**config.mk**
```make
export PLATFORM = sky130hd
export DESIGN_NAME = fetch_queue
export DESIGN_NICKNAME = d
export VERILOG_FILES = /design/src/rtl/fetch_queue.sv
export SDC_FILE = /design/constraint.sdc
export NUM_CORES = 1
export LEC_CHECK = 0
export ABC_AREA = 0
export BUFFER_PORTS_ARGS = -buffer_cell sky130_fd_sc_hd__buf_4
export CAP_MARGIN = 5
export CORE_MARGIN = 2
export CORE_UTILIZATION = 55
export DETAILED_ROUTE_END_ITERATION = 16
export PLACE_DENSITY_LB_ADDON = 0.25
export SYNTH_ARGS = -nofsm -noshare
export SYNTH_HDL_FRONTEND = slang
export SYNTH_SLANG_ARGS = --single-unit
```
**constraint.sdc**
```tcl
create_clock -name clk -period 5.4 [get_ports clk]
set_input_delay 1.08 -clock clk [delete_from_list [all_inputs] [get_ports clk]]
set_output_delay 1.08 -clock clk [all_outputs]
set_load 0.01 [all_outputs]
```
**src/rtl/fetch_queue.sv**
```systemverilog
// rtl/fetch_queue.sv - instruction fetch front end: sequential fetch, req/ack memory handshake, head-of-queue to decode
module fetch_queue #(
  parameter int          DEPTH   = 4,
  parameter logic [31:0] RESETPC = 32'h0000_0000
) (
  input  logic        clk,
  input  logic        reset,
  output logic        imem_req,
  output logic [31:0] imem_addr,
  input  logic        imem_ack,
  input  logic [31:0] imem_rdata,
  input  logic        redirect,
  input  logic [31:0] redirect_pc,
  input  logic        stall,
  output logic        instr_valid,
  output logic [31:0] instrF,
  output logic [31:0] pcF,
  output logic [31:0] pcplus4F
);

  localparam int PW = $clog2(DEPTH);
  localparam int CW = PW + 1;

  typedef enum logic [1:0] {IDLE, WAIT, DISCARD} state_e;

  state_e        state, stateNext;
  logic [31:0]   fpc, fpcNext, addrNext, targetPc;
  logic          reqNext, push, pop, room, roomAfterPush;
  logic [PW-1:0] rdPtr, wrPtr;
  logic [CW-1:0] count, countAfterPop;
  logic [31:0]   instrMem [DEPTH];
  logic [31:0]   pcMem    [DEPTH];

  assign targetPc      = {redirect_pc[31:2], 2'b00};
  assign pop           = instr_valid & ~stall & ~redirect;
  assign countAfterPop = count - {{(CW-1){1'b0}}, pop};
  assign room          = countAfterPop < CW'(DEPTH);
  assign roomAfterPush = (countAfterPop + CW'(1)) < CW'(DEPTH);

  // Only one request is ever outstanding, so checking room at issue time rules out overflow.
  always_comb begin
    stateNext = state;
    fpcNext   = fpc;
    addrNext  = imem_addr;
    reqNext   = imem_req;
    push      = 1'b0;
    case (state)
      IDLE: begin
        if (redirect) begin
          fpcNext = targetPc;
        end else if (room) begin
          addrNext  = fpc;
          reqNext   = 1'b1;
          stateNext = WAIT;
        end
      end
      WAIT: begin
        if (imem_ack) begin
          if (redirect) begin
            fpcNext   = targetPc;
            reqNext   = 1'b0;
            stateNext = IDLE;
          end else begin
            push    = 1'b1;
            fpcNext = fpc + 32'd4;
            if (roomAfterPush) begin
              addrNext = fpc + 32'd4;
            end else begin
              reqNext   = 1'b0;
              stateNext = IDLE;
            end
          end
        end else if (redirect) begin
          fpcNext   = targetPc;
          stateNext = DISCARD;
        end
      end
      DISCARD: begin
        // The stale request cannot be retracted; wait for its ack and throw the data away.
        if (redirect) fpcNext = targetPc;
        if (imem_ack) begin
          reqNext   = 1'b0;
          stateNext = IDLE;
        end
      end
      default: begin
        reqNext   = 1'b0;
        stateNext = IDLE;
      end
    endcase
  end

  always_ff @(posedge clk or negedge reset) begin
    if (!reset) begin
      state     <= IDLE;
      fpc       <= RESETPC;
      imem_req  <= 1'b0;
      imem_addr <= RESETPC;
      count     <= '0;
      rdPtr     <= '0;
      wrPtr     <= '0;
    end else begin
      state     <= stateNext;
      fpc       <= fpcNext;
      imem_req  <= reqNext;
      imem_addr <= addrNext;
      if (redirect) begin
        count <= '0;
        rdPtr <= '0;
        wrPtr <= '0;
      end else begin
        if (push) wrPtr <= wrPtr + PW'(1);
        if (pop)  rdPtr <= rdPtr + PW'(1);
        case ({push, pop})
          2'b10:   count <= count + CW'(1);
          2'b01:   count <= count - CW'(1);
          default: count <= count;
        endcase
      end
    end
  end

  always_ff @(posedge clk) begin
    if (push) begin
      instrMem[wrPtr] <= imem_rdata;
      pcMem[wrPtr]    <= imem_addr;
    end
  end

  assign instr_valid = (count != '0);
  assign instrF      = instr_valid ? instrMem[rdPtr] : 32'd0;
  assign pcF         = instr_valid ? pcMem[rdPtr] : 32'd0;
  assign pcplus4F    = instr_valid ? pcMem[rdPtr] + 32'd4 : 32'd0;

endmodule

```
* Word-level counts from Yosys, hierarchy flattened
Memory sizes are Yosys's and may differ from the RTL's. Cells that the tools add are included.
Word-level totals: register bits 74, RAM bits 256, input bits 69, word-level logic and storage cells 85, memories 2
Cells by class: $add $sub $neg 8, magnitude comparators 2, equality and inequality tests 12, muxes and demuxes 39, bitwise operators 4, reductions and logical operators 11
Memories:
- instrMem | words 4, bits a word 32, read ports 1, clocked after memory_dff 0, wr ports 1, RTL line 31 | logic [31:0] instrMem [DEPTH];
- pcMem | words 4, bits a word 32, read ports 1, clocked after memory_dff 0, wr ports 1, RTL line 32 | logic [31:0] pcMem [DEPTH];
Operators by type and width (number):
- $mux 32 | 11
- $pmux 32 s2 | 2
- $add 32x3->32 const B | 2
- $mux 2 | 11
- $ne 2x2->1 const B | 6
- $mux 1 | 11
- $reduce_and 5->1 | 2
- $reduce_bool 2->1 | 4
- $add 3x1->3 const B | 2
- $lt 3x3->1 const B | 2
- $ne 3x3->1 const B | 2
- $pmux 2 s3 | 1
- $pmux 3 s2 | 1
- $reduce_and 6->1 | 1
- $reduce_bool 3->1 | 2
- $add 2x1->2 const B | 2
- $eq 2x1->1 const B | 2
- $eq 2x2->1 const B | 2
- $mux 3 | 1
- $pmux 1 s3 | 1
- $sub 3x1->3 | 1
- $sub 3x1->3 const B | 1
- $and 1x1->1 | 2
- $logic_not 2->1 | 1
- other kinds (2) | 3

* Logic depth before layout (Yosys ltp)
Gate-level depths: netlist of the first run.
depth in word-level cells 10, gate-level depth with buffers 12, depth with buffers taken out 10

* Worst setup path after synthesis of the first run
Ideal clock, no wire load.
path type input-to-reg, from input port redirect, to memory instrMem[0][0], enable pin, setup time 429 ps, data arrival time 3648 ps, path slack 1324 ps, stages 4, buffers on the path 2, path through clkbuf_1 -> nor3_1 -> clkbuf_1 -> and2_1
On the way: word-level cells in the longest chain between the ends 5
Ends and longest elaborated chain:
- start, declared | RTL line 12 | input logic redirect,
- $mux 1 | RTL line 59 | if (redirect) begin
- $mux 1 | RTL line 58 | if (imem_ack) begin
- $mux 1 | RTL line 47 | case (state)
- $mux 1 | RTL line 124 | if (push) begin
- $mux 1 (not written as such) | RTL line 125 | instrMem[wrPtr] <= imem_rdata;
- end, declared | RTL line 31
No other way between the ends.

* Worst setup path after layout of the first run
from register rdPtr[0], to output port pcplus4F[26]
On the way: word-level cells in the longest chain between the ends 3
Ends and longest elaborated chain:
- start, declared | RTL line 29 | logic [PW-1:0] rdPtr, wrPtr;
- start signal, assigned | RTL line 113 | if (pop) rdPtr <= rdPtr + PW'(1);
- $mem_v2 4x32
- $add 32x3->32 | RTL line 133 | assign pcplus4F = instr_valid ? pcMem[rdPtr] + 32'd4 : 32'd0;
- $mux 32 | RTL line 133
- end, declared | RTL line 18 | output logic [31:0] pcplus4F
No other way between the ends.

==> reports/qor.yml, run 1 <==
final_nets: 1272
grt_util_all_layers_pct: 23.4
clock_sinks: 330
multiInputGateArea_um2: 4760
slew_headroom_pct: 18.7
cts.repair.resized: 0
synthFlopType: "edfxtp_1"
antenna_found_initial: 0
power_density_nw_per_um2: 515
clockBufferDepth: 3
synth_warnings: 0
core_um2: 26100
dr_total_vias: 9024
first_pass_iters: 7
clk_pin_slew_ns: 0.06
syn_inst: 1007
post-place-ws_ns: 1.42
outcome: "completed"
drive_gt1_share_pct: 28.4
die_x_um: 167
drc: 0
async_flop_share_pct: 22.4
place.port_buffers: 196
fill_cells: 1870
cts_hold_buf: 0
register_area_um2: 9540
cp.required_ns: 4.32
numCtsBuffers: 35
place_congestion: 0.851
synthToLayoutAreaGrowth_pct: 19.4
ios: 199
worst_ep_arrival_time_ns: 3.37
yosysUniqueCellTypes: 64
period_share_pct: 82.5
wl_per_cell_um: 20.8
synthTopCellsByArea: "edfxtp_1, dfrtp_1, mux4_2, and2_1, nor2_1"
grt_pass1_wl_um: 51000
startpoint_type: "flip-flop"
period_needed_ns: 4.45
n_antenna_cell: 0
synth_enable_flop_cells: 256
synthesis.nets: 1085
hold_viol_final: 0
critPathCaptureType: "output port"
ant_nets: 0
finalSetupViolations: 0
root_buffer: "clkbuf_16"
hpwl_um: 20600
slew_violations: 0
num_rows: 59
crit_fanout: 38
clk_latency_ns: 0.50
synth_area_um2: 14600
grt_pass1_vias: 9059
peakVddDrop_mv: 0.331
maxCapViolations: 0
drtIter0Drc: 804
crit_type: "reg2out"
wirelength_um: 32300
hp-class: "reg2reg"
cts_tree: "yes"
yosysTopAreaCell: "edfxtp_1"
avgSynthCellArea_um2: 14.5
worst_slack_ns: 0.946
rsz0062_at_grt: "no"
grt-ovfl-total: 0
ys_seq_elements: 330
htreeDepth: 2
clock_skew_ns: 0.0135
die_y_um: 167
tns_ns: 0
fmax_mhz: 225
worst_slew_pin_slew_ns: 1.21
cts_setup_buffers: 0
hold-worst-slack_ns: 0.482
dieArea_um2: 27900
synth_top_area_share_pct: 52.5
ys_seq_area_share_pct: 65.2
grt_max_degree: 75
cellLeakagePower_nw: 6.24
fin_total_pwr_mw: 8.99
routed_via_density: 5.81
initial_core_util_pct: 56.1
[where the power goes]
group	switching [mW]	internal [mW]
registers	0.435	3.14
logic	1.60	1.46
clock network	0.931	1.41
total	2.97	6.02
[path summary, 6_finish.rpt]
check,from,to,slack [ns],depth (start not counted)
worst max-delay path,rdPtr[0]$_DFFE_PN0P_,pcplus4F[26],0.95,8
worst min-delay path,fpc[1]$_DFFE_PN0P_,fpc[1]$_DFFE_PN0P_,0.48,1
worst max register to register,count[2]$_DFFE_PN0P_,imem_addr[29]$_DFFE_PN0P_,2.04,12
worst min register to register,fpc[1]$_DFFE_PN0P_,fpc[1]$_DFFE_PN0P_,0.48,1
max in group asynchronous,reset,rdPtr[0]$_DFFE_PN0P_,3.94,1
min in group asynchronous,reset,fpc[22]$_DFFE_PN0P_,0.70,1
[stage by stage]
step                      instances  area, µm²  util [%]
after detailed placement       1492      16300      62.7
final                          1554      17500      67.0
after floorplan                1007      14600         -
after global placement         1492      16300      62.7
after CTS                      1554      17500      67.0
after global routing           1554      17500      67.0
[state kept, by name, summed over array words and instances, names as in the netlist]
register and flops:
rdPtr 2, imem_addr 32, instrMem 128, fpc 32, imem_req 1, state 2
count 3, pcMem 128, wrPtr 2
[cell families after synthesis]
group / count (synthesis) / synth area share (%)
AOI/OAI and AO/OA: 116 / 4.78
xor gates and xnor gates: 66 / 3.95
adders and majority gates: 9 / 0.821
buffers and inverters: 70 / 2.40
DFF: 330 / 65.2
muxes: 67 / 10.3
and+or+nand+nor: 349 / 12.6
[cell type report]
cell class	instances	share of cell area, %
well taps	335	2.40
inverters	15	0.322
multi-input cells	607	27.3
flip-flops and latches	330	54.6
clock inverters	16	0.931
clock buffers	46	5.55
repair buffers	205	8.88
[per-layer routing]
metal | routed length (µm) | GRT usage (%) | up-vias
met5 | 0 | 0 | -
li1 | - | - | 4155
met1 | 13800 | 34.2 | 4464
met2 | 15400 | 37.2 | 357
met4 | 653 | 6.48 | 0
met3 | 2570 | 3.78 | 48
[critical path, stage by stage, from the launching register on]
cell,delay (ns)
dfrtp_4,0.89
mux4_2,0.43
ha_1,0.24
nand4_1,0.23
nor3_1,0.50
nand4_1,0.17
xor2_1,0.17
nor2_1,0.10
buf_4,0.13
[synth_stat cells, drive strengths merged, types with 16 or more instances]
cell    instances
a21oi          53
and2           76
buf            16
clkbuf         39
dfrtp          74
edfxtp        256
mux4           64
nand2          51
nand3          31
nand4          20
nor2          116
nor3           19
o21ai          30
xnor2          37
xor2           29
[cells in the final DEF, fill, tap and decap left out, types with 13 or more instances in the layout]
| master | synthesis | final |
|---|---|---|
| a21oi_1 | 53 | 53 |
| and2_1 | 73 | 69 |
| buf_4 | 3 | 204 |
| clkbuf_16 | 0 | 37 |
| dfrtp_1 | 74 | 72 |
| edfxtp_1 | 256 | 256 |
| inv_1 | 14 | 13 |
| mux4_2 | 58 | 58 |
| nand2_1 | 51 | 51 |
| nand3_1 | 29 | 29 |
| nand4_1 | 18 | 18 |
| nor2_1 | 116 | 116 |
| nor3_1 | 13 | 13 |
| o21ai_0 | 30 | 29 |
| xnor2_1 | 37 | 37 |
| xor2_1 | 29 | 29 |
(Power assumes the default switching activity.)
==> run 2, diff against run 1 <==
--- a/config.mk
+++ b/config.mk
@@ -5,7 +5,7 @@
 export SDC_FILE = /design/constraint.sdc
 export NUM_CORES = 1
 export LEC_CHECK = 0
-export ABC_AREA = 0
+export ABC_AREA = 1
 export BUFFER_PORTS_ARGS = -buffer_cell sky130_fd_sc_hd__buf_4
 export CAP_MARGIN = 5
 export CORE_MARGIN = 2
==> constraint.sdc (replaced) <==
create_clock -name clk -period 4.56 [get_ports clk]
set_input_delay 0.912 -clock clk [delete_from_list [all_inputs] [get_ports clk]]
set_output_delay 0.912 -clock clk [all_outputs]
set_load 0.01 [all_outputs]
==> run 2 against run 1 <==
Compared with the run above:
- design area rose by 10%
- routed wire length rose by 38%
- critical path type unchanged
- total power rose by 37%
- combinational power rose by 60%
- setup slack got worse by 0.61 ns
==> reports/qor.yml, run 2 <==
hp-start: "fpc[0]$_DFFE_PN0P_"
num_rows: 62  # +5.1%
clk_latency_ns: 0.53  # +0.03 ns
place.port_buffers: 196  # unchanged
ios: 199  # unchanged
startpoint_type: "flip-flop"
placedCellCount: 2365  # +59%
die_x_um: 176  # +5.3%
grt_util_all_layers_pct: 28.9  # +5.4 points
synth_area_um2: 16300  # +11%
crit_fanout: 65  # +71%
drive_gt1_share_pct: 15.3  # -13 points
first_pass_iters: 6  # -1
multiInputGateArea_um2: 5870  # +23%
clock_sinks: 330  # unchanged
place_congestion: 0.950  # +12%
synthesis.nets: 1926  # +78%
period_needed_ns: 4.22
slew_violations: 0  # unchanged
synthToLayoutAreaGrowth_pct: 18.5
cp.required_ns: 3.65  # -0.67 ns
wl_per_cell_um: 18.4  # -11%
hpwl_um: 29700  # +44%
maxCapViolations: 0  # unchanged
finalSetupViolations: 0  # unchanged
min_path_cells: 2  # +1
yosysTopAreaCell: "edfxtp_1"
synthTopCellsByArea: "edfxtp_1, nand2_1, dfrtp_1, nor2_1, o21ai_0"
worst_slew_pin_slew_ns: 1.10  # -0.115 ns
reg2reg_depth: 16  # +4
avgSynthCellArea_um2: 8.81  # -39%
synth_warnings: 0  # unchanged
synthFlopType: "edfxtp_1"
grt_max_degree: 101  # +35%
ys_seq_area_share_pct: 58.6  # -6.6 points
cts_tree: "yes"
cts_hold_buf: 0  # unchanged
power_density_nw_per_um2: 636  # +24%
ys_seq_elements: 330  # unchanged
cellLeakagePower_nw: 8.14  # +31%
yosysUniqueCellTypes: 42  # -34%
synth.most_common_cell: "nand2_1"
htreeDepth: 2  # unchanged
top_layer: "met4"
antenna_found_initial: 0  # unchanged
syn_inst: 1848  # +84%
routed_via_density: 5.58  # -3.9%
core_um2: 28900  # +11%
n_antenna_cell: 0  # unchanged
initial_core_util_pct: 56.2  # +0.10 points
final_cell_mix: "nand2_1, nor2_1, edfxtp_1"
final_nets: 2096  # +65%
place_area_um2: 18100  # +11%
slew_headroom_pct: 26.6  # +7.9 points
reg_top3: "instrMem (128), pcMem (128)"
grt-ovfl-total: 0  # unchanged
clockBufferDepth: 3  # unchanged
routedLengthMet1_um: 18700  # +36%
rr_startpoint: "count[2]$_DFFE_PN0P_"
fmax_mhz: 237
worst-r2r-setup-slack_ns: 1.53  # -0.51 ns
numCtsBuffers: 35  # unchanged
synth_enable_flop_cells: 256  # unchanged
rr_endpoint: "imem_addr[14]$_DFFE_PN0P_"
dr_total_vias: 13500  # +50%
grt_pass1_vias: 12800  # +41%
die_y_um: 176  # +5.3%
hold_viol_final: 0  # unchanged
clk_pin_slew_ns: 0.06  # about the same
drtIter0Drc: 1395  # +74%
critPathCaptureType: "output port"
rsz0062_at_grt: "no"
stdcell_count: 2429  # +56%
clock_skew_ns: 0.0184  # +0.00483 ns
synth_top_area_share_pct: 47.2  # -5.3 points
holdPathEnd: "fpc[0]$_DFFE_PN0P_"
root_buffer: "clkbuf_16"
peakVddDrop_mv: 0.504  # +52%
drc: 0  # unchanged
dieArea_um2: 31000  # +11%
wl_met2_um: 21100  # +37%
register_area_um2: 9550  # about the same
hp-class: "reg2reg"
fill_cells: 2236  # +20%
wirelength_um: 44800  # +38%
layout_commonest_cell: "nand2_1"
ant_nets: 0  # unchanged
cts_setup_buffers: 0  # unchanged
route.met3.wl_um: 3330  # +30%
outcome: "completed"
worst_ep_arrival_time_ns: 3.31  # -0.06 ns
grt_pass1_wl_um: 69400  # +36%
async_flop_share_pct: 22.4  # unchanged
synthTopCellsByCount: "nand2_1, nor2_1, edfxtp_1, o21ai_0, inv_1"
stdcell_area_um2: 19300  # +10%
period_share_pct: 92.5
crit_type: "reg2out"
run 2: power by group:
part           internal [mW]  switching [mW]
logic                   1.75            3.17
registers               3.84           0.589
clock network           1.74            1.19
run 2: cells by family after synthesis:
logic type	after synthesis	synth area share, %
AO/OA/AOI/OAI	267	8.89
XOR/XNOR	24	1.29
adder cells (fa/ha/maj)	9	0.738
buffers and inverters	206	5.53
flip-flops	330	58.6
AND/OR/NAND/NOR	1012	24.9
run 2: layout make-up:
class                   instances  area share (%)
clock buffers                  39            4.73
multi-input cells            1312            30.4
repair buffers                221            8.99
well taps                     384            2.49
clock inverters                25            1.49
inverters                     118            2.39
flip-flops and latches        330            49.5
run 2: worst max-delay path by stage:
stage                               startpoint  slack, ns                  endpoint
after floorplan                       redirect      -0.06  instrMem[0][0]$_DFFE_PP_
after global placement    rdPtr[1]$_DFFE_PN0P_       0.88              pcplus4F[31]
after detailed placement  rdPtr[1]$_DFFE_PN0P_       0.81              pcplus4F[30]
after CTS                 rdPtr[1]$_DFFE_PN0P_       0.19              pcplus4F[30]
after global routing      rdPtr[1]$_DFFE_PN0P_       0.01              pcplus4F[30]
final                     rdPtr[1]$_DFFE_PN0P_       0.34              pcplus4F[31]
run 2: repair_timing:
item	CTS	global route
setup endpoints to repair	0	8
hold endpoints to repair	0	0
gates resized for setup	0	6
run 2: metrics by stage:
step | util (%) | power, mW | hold slack [ns] | setup WS (ns) | setup TNS [ns]
2_1_floorplan | - | 7.24 | 0.457 | -0.0615 | -15.74
3_3_place_gp | 62.5 | 9.19 | 0.467 | 0.881 | 0
3_5_place_dp | 62.5 | 9.32 | 0.485 | 0.807 | 0
4_1_cts | 66.6 | 12.3 | 0.500 | 0.186 | 0
5_1_grt | 66.7 | 13.0 | 0.507 | 0.0138 | 0
6_report | 66.7 | 12.3 | 0.492 | 0.340 | 0
run 2: routing by layer:
metal  GRT usage, %  up-vias
met4           10.8        0
li1               -     6482
met5              0        -
met1           40.8     6357
met3           3.36      102
met2           46.4      607
run 2: worst max-delay path, stage by stage (launching register included):
cell and delay (ns):
dfrtp_4 0.64, buf_4 0.73, nand2_1 0.12, nand2_1 0.18, nand2_1 0.09, nor2_1 0.22
nand2_1 0.10, nor2_2 0.23, nand2_1 0.09, nand2_1 0.06, nand2_1 0.07, nor2_1 0.10
buf_4 0.13
==> run 3, diff against run 2 <==
--- a/config.mk
+++ b/config.mk
@@ -6,7 +6,7 @@
 export NUM_CORES = 1
 export LEC_CHECK = 0
 export ABC_AREA = 1
-export BUFFER_PORTS_ARGS = -buffer_cell sky130_fd_sc_hd__buf_4
+export BUFFER_PORTS_ARGS = -buffer_cell sky130_fd_sc_hd__buf_2
 export CAP_MARGIN = 5
 export CORE_MARGIN = 2
 export CORE_UTILIZATION = 55
==> run 3 against run 2 <==
Compared with the run above:
- final cell count down 0.21%
- sequential share of layout area up 1.5 points
- hold slack better by 0.00094 ns
- fmax down 2.4%
- flip-flop and latch count unchanged
- highest routed layer unchanged
==> reports/qor.yml, run 3 (synthesis results as in run 2) <==
outcome: "completed"
top_layer: "met4"
worst_ep_arrival_time_ns: 3.41  # +0.10 ns
dieArea_um2: 31000  # unchanged
grt_max_degree: 89  # -12%
peakVddDrop_mv: 0.469  # -7.0%
place_area_um2: 17600  # -2.6%
grt_pass1_vias: 12600  # -1.6%
drive_gt1_share_pct: 15.1  # -0.16 points
period_needed_ns: 4.32  # +0.104 ns
clk_pin_slew_ns: 0.07  # about the same
reg2reg_depth: 9  # -7
n_antenna_cell: 0  # unchanged
layout_commonest_cell: "nand2_1"
hp-class: "in2async"
fmax_mhz: 231  # -2.4%
worst_slew_pin_slew_ns: 1.00  # -0.0958 ns
finalSetupViolations: 0  # unchanged
clk_latency_ns: 0.53  # about the same
rr_startpoint: "state[0]$_DFFE_PN0P_"
reg_top3: "instrMem (128), pcMem (128)"
wirelength_um: 43300  # -3.2%
drtIter0Drc: 1113  # -20%
rsz0062_at_grt: "no"
ios: 199  # unchanged
fin_total_pwr_mw: 11.7  # -4.9%
critPathLaunch: "rdPtr[0]$_DFFE_PN0P_"
place.port_buffers: 196  # unchanged
crit_type: "reg2out"
clockBufferDepth: 3  # unchanged
numCtsBuffers: 34  # -2.9%
cellLeakagePower_nw: 7.98  # -1.9%
initial_core_util_pct: 56.2  # unchanged
startpoint_type: "flip-flop"
first_pass_iters: 5  # -1
cts_setup_buffers: 0  # unchanged
final_nets: 2095  # -0.048%
maxCapViolations: 0  # unchanged
antenna_found_initial: 0  # unchanged
clock_skew_ns: 0.0214  # +0.00304 ns
stdcell_count: 2424  # -0.21%
final_cell_mix: "nand2_1, nor2_1, edfxtp_1"
cts_tree: "yes"
grt_pass1_wl_um: 67900  # -2.2%
slew_violations: 0  # unchanged
period_share_pct: 94.8  # +2.3 points
drc: 0  # unchanged
htreeDepth: 2  # unchanged
slew_headroom_pct: 33.1  # +6.5 points
synthToLayoutAreaGrowth_pct: 15.0
die_y_um: 176  # unchanged
core_um2: 28900  # unchanged
grt-ovfl-total: 0  # unchanged
hold_viol_final: 0  # unchanged
die_x_um: 176  # unchanged
cp.required_ns: 3.65  # about the same
stdcell_area_um2: 18700  # -3.0%
routed_via_density: 5.48  # -1.7%
placedCellCount: 2365  # unchanged
wl_per_cell_um: 17.9  # -3.0%
power_density_nw_per_um2: 624  # -2.0%
crit_fanout: 83  # +28%
wl_met2_um: 20700  # -1.8%
dr_total_vias: 13300  # -1.9%
root_buffer: "clkbuf_16"
routedLengthMet1_um: 18600  # -0.51%
grt_util_all_layers_pct: 28.0  # -0.82 points
clock_sinks: 330  # unchanged
worst_slack_ns: 0.236  # -0.104 ns
place_congestion: 0.950  # about the same
post-place-ws_ns: 0.656  # -0.152 ns
hpwl_um: 29100  # -2.0%
critPathCaptureType: "output port"
num_rows: 62  # unchanged
route.met3.wl_um: 3070  # -7.7%
ant_nets: 0  # unchanged
==> run 3: power breakdown <==
part           switching [mW]  internal [mW]
Combinational            3.07           1.43
Sequential              0.596           3.84
Clock                    1.15           1.58
==> run 3: layout make-up <==
class / count / area, µm²
timing repair buffer: 221 / 1260
sequential: 330 / 9540
tap: 384 / 480
inverter: 118 / 447
clock buffer: 40 / 883
fill: 2407 / 10200
multi-input combinational: 1312 / 5870
clock inverter: 19 / 221
==> run 3: worst max-delay path: stages, from the launching register on <==
cell and delay, ns:
dfrtp_4 0.70, clkinv_2 0.29, buf_12 0.34, nand2_1 0.13, nand2_1 0.08, nand2_1 0.05
nand2_1 0.14, nand2_1 0.10, nor2_1 0.22, nand2_1 0.10, nor2_2 0.23, nand2_1 0.09
nand2_1 0.06, nand2_1 0.06, nor2_1 0.10, buf_2 0.15
==> run 3: path summary, 6_finish.rpt <==
| check | endpoint | slack (ns) |
|---|---|---|
| max | pcplus4F[31] | 0.24 |
| min | fpc[4]$_DFFE_PN0P_ | 0.49 |
| max reg2reg | count[0]$_DFFE_PN0P_ | 1.41 |
| min reg2reg | fpc[0]$_DFFE_PN0P_ | 0.49 |
| max in group asynchronous | rdPtr[0]$_DFFE_PN0P_ | 3.25 |
| min in group clk | fpc[0]$_DFFE_PN0P_ | 0.49 |
==> run 3: metal layers <==
metal / vias up / global-route usage, %
met5: - / 0
met4: 0 / 7.68
met3: 56 / 3.42
met2: 491 / 46.1
met1: 6270 / 39.8
li1: 6475 / -
==> run 3: metrics by stage <==
step | util [%] | setup TNS [ns] | hold WS (ns)
after floorplan | - | -15.74 | 0.457
after global placement | 60.8 | 0 | 0.467
after detailed placement | 60.8 | 0 | 0.482
after CTS | 64.7 | 0 | 0.495
after global routing | 64.7 | 0 | 0.530
final | 64.7 | 0 | 0.493
==> run 3: repair_timing <==
item                       CTS  global route
hold endpoints to repair     0             0
hold buffers                 0             0
resized for setup            0             1
setup endpoints to repair    0            12
